===== config.mk =====
export PLATFORM = sky130hd
export DESIGN_NAME = data_16x4_tx_module
export DESIGN_NICKNAME = d
export VERILOG_FILES = /design/src/rtl/data_16x4_tx_module_pkg.sv /design/src/rtl/uart_rise_detect.sv /design/src/rtl/data_16x4_tx_module.sv
export SDC_FILE = /design/constraint.sdc
export NUM_CORES = 1
export LEC_CHECK = 0
export ABC_AREA = 1
export CORE_UTILIZATION = 50
export DETAILED_ROUTE_END_ITERATION = 8
export GPL_TIMING_DRIVEN = 1
export PLACE_DENSITY = 0.78
export SETUP_SLACK_MARGIN = 0.5
export SLEW_MARGIN = 20
export SYNTH_ARGS = -nofsm -noshare
export SYNTH_HDL_FRONTEND = slang
export SYNTH_SLANG_ARGS = --single-unit

===== constraint.sdc =====
create_clock -name Clock -period 1.98 [get_ports Clock]
set_clock_uncertainty 0.1 [all_clocks]
set_input_delay 0.396 -clock Clock [delete_from_list [all_inputs] [get_ports Clock]]
set_output_delay 0.396 -clock Clock [all_outputs]
set_load 0.02 [all_outputs]

===== src/rtl/data_16x4_tx_module_pkg.sv =====
// Shared definitions for the 16x4 readout path: state encodings, opcodes and byte-lane select.
package data_16x4_tx_module_pkg;

   localparam logic [1:0] ST_IDLE      = 2'd0;
   localparam logic [1:0] ST_SEND      = 2'd1;
   localparam logic [1:0] ST_WAIT_BUSY = 2'd2;
   localparam logic [1:0] ST_WAIT_DONE = 2'd3;

   localparam logic [7:0] DATA_WRITE_ADDR = 8'h02;
   localparam logic [7:0] DATA_READ_ADDR  = 8'h03;

   localparam logic [3:0] LAST_IDX = 4'd8;

   // Lane 0 is the header; lanes 1..8 walk the words low byte first.
   function automatic logic [7:0] byte_lane(input logic [3:0]  idx,
                                            input logic [7:0]  hdr,
                                            input logic [15:0] w0,
                                            input logic [15:0] w1,
                                            input logic [15:0] w2,
                                            input logic [15:0] w3);
      logic [7:0] b;
      case (idx)
         4'd0:    b = hdr;
         4'd1:    b = w0[7:0];
         4'd2:    b = w0[15:8];
         4'd3:    b = w1[7:0];
         4'd4:    b = w1[15:8];
         4'd5:    b = w2[7:0];
         4'd6:    b = w2[15:8];
         4'd7:    b = w3[7:0];
         4'd8:    b = w3[15:8];
         default: b = 8'h00;
      endcase
      return b;
   endfunction

endpackage


===== src/rtl/uart_rise_detect.sv =====
// Turns the level RX strobe into a one-cycle enable on its rising edge.
module uart_rise_detect (
   input  logic Clock,
   input  logic rst,
   input  logic uart_rw,
   output logic uart_en
);

   logic uart_rw_q;

   always_ff @(posedge Clock) begin
      if (rst) begin
         uart_rw_q <= 1'b0;
      end else begin
         uart_rw_q <= uart_rw;
      end
   end

   assign uart_en = uart_rw & ~uart_rw_q;

endmodule


===== src/rtl/data_16x4_tx_module.sv =====
// Readout engine: on a read command, snapshots four words and streams them byte-wise to a UART TX.
module data_16x4_tx_module
   import data_16x4_tx_module_pkg::*;
#(
   parameter logic [7:0]  DATA_READ_ADDR = data_16x4_tx_module_pkg::DATA_READ_ADDR,
   parameter bit          ECHO_HEADER    = 1'b1,
   parameter int unsigned ACK_TIMEOUT    = 4
) (
   input  logic        Clock,
   input  logic        rst,
   input  logic        uart_rw,
   input  logic [7:0]  uart_in,
   input  logic [15:0] data0,
   input  logic [15:0] data1,
   input  logic [15:0] data2,
   input  logic [15:0] data3,
   input  logic        tx_busy,
   output logic        tx_start,
   output logic [7:0]  tx_data,
   output logic        busy,
   output logic        done
);

   localparam logic [7:0] TIMER_LAST = 8'(ACK_TIMEOUT - 1);

   logic        uart_en;
   logic [1:0]  state_q, state_d;
   logic [3:0]  idx_q, idx_d;
   logic [7:0]  timer_q, timer_d;
   logic [15:0] sh_q [4];
   logic [15:0] sh_d [4];
   logic        tx_start_q, tx_start_d;
   logic [7:0]  tx_data_q, tx_data_d;
   logic        busy_q, busy_d;
   logic        done_q, done_d;

   uart_rise_detect u_rise (
      .Clock   (Clock),
      .rst     (rst),
      .uart_rw (uart_rw),
      .uart_en (uart_en)
   );

   always_comb begin
      state_d    = state_q;
      idx_d      = idx_q;
      timer_d    = timer_q;
      sh_d       = sh_q;
      tx_start_d = 1'b0;
      tx_data_d  = tx_data_q;
      busy_d     = busy_q;
      done_d     = 1'b0;
      case (state_q)
         ST_IDLE: begin
            if (uart_en && (uart_in == DATA_READ_ADDR)) begin
               sh_d[0] = data0;
               sh_d[1] = data1;
               sh_d[2] = data2;
               sh_d[3] = data3;
               idx_d   = ECHO_HEADER ? 4'd0 : 4'd1;
               busy_d  = 1'b1;
               state_d = ST_SEND;
            end
         end
         ST_SEND: begin
            if (!tx_busy) begin
               tx_start_d = 1'b1;
               tx_data_d  = byte_lane(idx_q, DATA_READ_ADDR, sh_q[0], sh_q[1], sh_q[2], sh_q[3]);
               timer_d    = 8'd0;
               state_d    = ST_WAIT_BUSY;
            end
         end
         ST_WAIT_BUSY: begin
            // A TX that never acknowledges is assumed done once the window expires.
            if (tx_busy || (timer_q == TIMER_LAST)) begin
               state_d = ST_WAIT_DONE;
            end else begin
               timer_d = timer_q + 8'd1;
            end
         end
         ST_WAIT_DONE: begin
            if (!tx_busy) begin
               if (idx_q == LAST_IDX) begin
                  busy_d  = 1'b0;
                  done_d  = 1'b1;
                  state_d = ST_IDLE;
               end else begin
                  idx_d   = idx_q + 4'd1;
                  state_d = ST_SEND;
               end
            end
         end
         default: state_d = ST_IDLE;
      endcase
   end

   always_ff @(posedge Clock) begin
      if (rst) begin
         state_q    <= ST_IDLE;
         idx_q      <= 4'd0;
         timer_q    <= 8'd0;
         sh_q       <= '{default: 16'h0000};
         tx_start_q <= 1'b0;
         tx_data_q  <= 8'h00;
         busy_q     <= 1'b0;
         done_q     <= 1'b0;
      end else begin
         state_q    <= state_d;
         idx_q      <= idx_d;
         timer_q    <= timer_d;
         sh_q       <= sh_d;
         tx_start_q <= tx_start_d;
         tx_data_q  <= tx_data_d;
         busy_q     <= busy_d;
         done_q     <= done_d;
      end
   end

   assign tx_start = tx_start_q;
   assign tx_data  = tx_data_q;
   assign busy     = busy_q;
   assign done     = done_q;

endmodule

==> tab_implementation.tex <==
\begin{tabular}{lr}
\hline
Metric & Value \\
\hline
\multicolumn{2}{l}{\textbf{Setup path}} \\
Timing endpoint of the critical path & idx\_q[2] \\
Endpoint required time on the critical path & 2.16 ns \\
Highest fanout seen on the critical path & 8 \\
Endpoint of the worst-slack reg-to-reg timing path & idx\_q[2] \\
Path type of the worst setup path & register to register \\
Worst reg2reg path depth & 8 \\
Startpoint of the lowest-slack register-to-register path & state\_q[1] \\
Crit end category & register \\
Minimum setup slack among reg-to-reg paths & 0.33 ns \\
Worst Setup Start Kind & register \\
Launch point of the critical path & state\_q[1] \\
Arrival time worst endpoint & 1.83 ns \\
\multicolumn{2}{l}{\textbf{Pwr}} \\
Internal portion of total power & 3.27 mW \\
Clk network pwr share & 27.2\% \\
Peak VDD IR & 0.557 mV \\
Cell leakage power & 2.66 nW \\
Sequential share of power & 38.3\% \\
Power density over cell area & 776 nW/um2 \\
Power dissipated by switching net loads & 1.83 mW \\
Switching fraction of total power & 36.0\% \\
Fraction of power consumed by combinational cells & 34.5\% \\
\multicolumn{2}{l}{\textbf{Final layout}} \\
Fin util & 79.1\% \\
Final cell area excluding filler cells & 6570 um2 \\
Most used cells in the layout excluding fill and tap cells & sky130\_fd\_sc\_hd\_\_nand2\_1, sky130\_fd\_sc\_hd\_\_nor2\_1, sky130\_fd\_sc\_hd\_\_dfxtp\_1, sky130\_fd\_sc\_hd\_\_clkdlybuf4s50\_1, sky130\_fd\_sc\_hd\_\_nor3\_1 \\
Number of filler instances in the final layout & 510 \\
Layout overhead on the synthesized area & 51.0\% \\
Proportion of layout cells with a drive suffix above 1 & 29.4\% \\
NumNets Final & 830 \\
Number of diodes & 0 \\
Leading cell type in the layout, fill and taps excluded & sky130\_fd\_sc\_hd\_\_nand2\_1 \\
\multicolumn{2}{l}{\textbf{Yosys}} \\
Sequential element share of the synthesized area & 41.4\% \\
Number of storage elements in the synthesis netlist & 90 \\
Mapped Nets & 712 \\
FFs w/ async S/R, synth & 0\% \\
Post-synthesis instance total & 626 \\
Post-synth design cell area & 4350 um2 \\
Mean Syn Cell Area & 6.95 um2 \\
Post-synthesis cell type count & 28 \\
EDFF count, synth & 0 \\
Synth warn & 0 \\
Primary FF master, synth & sky130\_fd\_sc\_hd\_\_dfxtp\_1 \\
\multicolumn{2}{l}{\textbf{Hold path}} \\
Class of the tightest hold or removal check & input pin to register \\
\multicolumn{2}{l}{\textbf{CTS}} \\
CTS root buf & sky130\_fd\_sc\_hd\_\_clkbuf\_8 \\
Cts-stage hold buffer count & 0 \\
Clock tree sinks & 90 \\
Clock tree buffer depth & 2 \\
Clock buffer count from CTS & 9 \\
CTS HTree Levels & 3 \\
TritonCTS clock tree & built \\
Worst-skew pair later-pin latency & 0.36 ns \\
Post-CTS clock slew at the launch and capture registers of the worst setup and hold paths & 0.09 ns \\
\multicolumn{2}{l}{\textbf{Global route}} \\
Grt total ovfl & 0 \\
Global-route wire length before repair & 19.7 mm \\
Largest net degree at the start of global routing & 68 \\
Antenna violations before repair & 0 \\
Total track usage & 28.4\% \\
Number of global-route vias before repair & 4162 \\
\multicolumn{2}{l}{\textbf{Timing}} \\
Total negative slack for setup checks & 0 ns \\
Period minus WS final & 1.65 ns \\
Headroom to the max-slew limit & 72.9\% \\
Count of endpoints failing setup in the final report & 0 \\
Maximum frequency from static timing analysis & 0.608 GHz \\
Tcrit/Tclk final & 83.1\% \\
Worst slew pin tran & 0.406 ns \\
Worst hold margin & 0.319 ns \\
Final Worst Setup Slack & 0.334 ns \\
Final Slew Violations & 0 \\
Setup repair after global routing missed its margin & true \\
Final hold violation count & 0 \\
\multicolumn{2}{l}{\textbf{Floorplanning}} \\
Initial standard-cell utilization of the core & 52.4\% \\
Die X-Extent & 95.3 um \\
Number of rows in the core area & 33 \\
Number of I/O pins & 87 \\
Vert. Die Dim & 95.3 um \\
Die area & 9080 um2 \\
Area of the core & 8300 um2 \\
\multicolumn{2}{l}{\textbf{Placement}} \\
IO buf count & 86 \\
Post-detailed-placement half-perimeter wirelength & 7.79 mm \\
GP Congestion & 0.920 \\
Setup Slack @ Placement & -0.0926 ns \\
Instance area at placement & 5290 um2 \\
\multicolumn{2}{l}{\textbf{Job}} \\
Max\_cap viols & 0 \\
\multicolumn{2}{l}{\textbf{Routing}} \\
Post-DR wirelength/cell & 17.4 um \\
Drt pass-1 iters & 5 \\
Post-detailed-route DRC marker count & 0 \\
Via density per instance & 5.75 \\
Routed wire length & 14.9 mm \\
Vias & 4907 \\
Iteration-0 DRC count of the detailed router & 408 \\
Final antenna-violating net count & 0 \\
\multicolumn{2}{l}{\textbf{Status}} \\
Run status & finished clean \\
\hline
\end{tabular}
## area by class of cell
class / instances / area, um2 / share of cell area [%]
multi-input combinational: 460 / 2750 / 41.8
sequential: 90 / 1830 / 27.8
timing repair buffer: 139 / 1440 / 21.9
inverter: 44 / 209 / 3.18
clock buffer: 11 / 141 / 2.15
tap: 105 / 131 / 2.00
clock inverter: 4 / 76.3 / 1.16
## state kept, by name, indices dropped and copies added (netlist names)
name	count
tx_data	8
busy	1
tx_start	1
timer_q	8
idx_q	4
state_q	2
done	1
u_rise.uart_rw_q	1
sh_q	64
## per-layer routing
| metal | wire length (um) | vias to the layer above | track usage (%) |
|---|---|---|---|
| met2 | 7350 | 287 | 45.8 |
| met3 | 1320 | 53 | 5.34 |
| met5 | 0 | - | 0 |
| met4 | 535 | 0 | 11.5 |
| met1 | 5670 | 2287 | 37.1 |
| li1 | - | 2280 | - |
## worst max-delay path, stage by stage (launching register included)
cell	delay [ns]
sky130_fd_sc_hd__dfxtp_4	0.39
sky130_fd_sc_hd__buf_4	0.13
sky130_fd_sc_hd__ha_4	0.17
sky130_fd_sc_hd__nand4_1	0.17
sky130_fd_sc_hd__o21ai_1	0.16
sky130_fd_sc_hd__inv_2	0.09
sky130_fd_sc_hd__nand3_4	0.12
sky130_fd_sc_hd__nand2_1	0.09
sky130_fd_sc_hd__a21oi_1	0.14
## how the worst min path moves through the flow
stage | from | endpoint | slack (ns) | depth (start not counted)
final | uart_rw | u_rise.uart_rw_q | 0.32 | 3
after CTS | uart_rw | u_rise.uart_rw_q | 0.29 | 3
after global placement | tx_data[3] | tx_data[3] | 0.35 | 2
after detailed placement | busy | busy | 0.36 | 2
after floorplan | timer_q[0] | timer_q[0] | 0.35 | 1
after global routing | uart_rw | u_rise.uart_rw_q | 0.33 | 3
## logic make-up after synthesis
logic type | count (synthesis) | synth area share [%]
adder cells (fa/ha/maj) | 10 | 2.88
AND/OR/NAND/NOR | 350 | 35.8
buffers and inverters | 77 | 8.46
AO/OA/AOI/OAI | 99 | 11.4
flip-flops | 90 | 41.4
## stage by stage
step                instances  power [mW]
global route              853        5.25
floorplan                 626        2.73
global placement          796        3.08
finish                    853        5.10
detailed placement        796        3.12
CTS                       822        4.57
## synth_stat cells (2+ instances only)
cell type | count | area (um2)
sky130_fd_sc_hd__nor3b_1 | 2 | 15.0
sky130_fd_sc_hd__clkbuf_1 | 11 | 41.3
sky130_fd_sc_hd__nand2_4 | 2 | 22.5
sky130_fd_sc_hd__buf_1 | 2 | 7.51
sky130_fd_sc_hd__nand4_1 | 9 | 56.3
sky130_fd_sc_hd__nand2_1 | 130 | 488
sky130_fd_sc_hd__inv_1 | 40 | 150
sky130_fd_sc_hd__a31oi_1 | 2 | 12.5
sky130_fd_sc_hd__nand3_2 | 2 | 20.0
sky130_fd_sc_hd__nor2_4 | 8 | 90.1
sky130_fd_sc_hd__buf_6 | 7 | 78.8
sky130_fd_sc_hd__nor3_1 | 69 | 345
sky130_fd_sc_hd__o21ai_1 | 38 | 190
sky130_fd_sc_hd__nor2_1 | 103 | 387
sky130_fd_sc_hd__a21oi_1 | 18 | 90.1
sky130_fd_sc_hd__dfxtp_1 | 90 | 1800
sky130_fd_sc_hd__o21ai_0 | 41 | 205
sky130_fd_sc_hd__ha_1 | 10 | 125
sky130_fd_sc_hd__nand2_2 | 4 | 25.0
sky130_fd_sc_hd__inv_2 | 2 | 7.51
sky130_fd_sc_hd__nand3_1 | 19 | 95.1
sky130_fd_sc_hd__buf_2 | 11 | 55.1
## power by group through the flow
stage / sequential [mW] / clock [mW] / combinational (mW)
after floorplan: 1.94 / 0 / 0.794
after global placement: 1.95 / 0 / 1.13
after detailed placement: 1.95 / 0 / 1.16
after CTS: 1.93 / 1.39 / 1.24
after global routing: 1.96 / 1.46 / 1.83
final: 1.95 / 1.39 / 1.76
## timing repair
| action | CTS | global route |
|---|---|---|
| gates cloned | 4 | 6 |
| setup buffers | 7 | 25 |
| endpoints found under the setup margin | 98 | 96 |
| resized for setup | 104 | 161 |
| hold endpoints to repair | 0 | 0 |
| pin swaps | 14 | 74 |
Note: power is estimated with default switching activity, not from simulation.
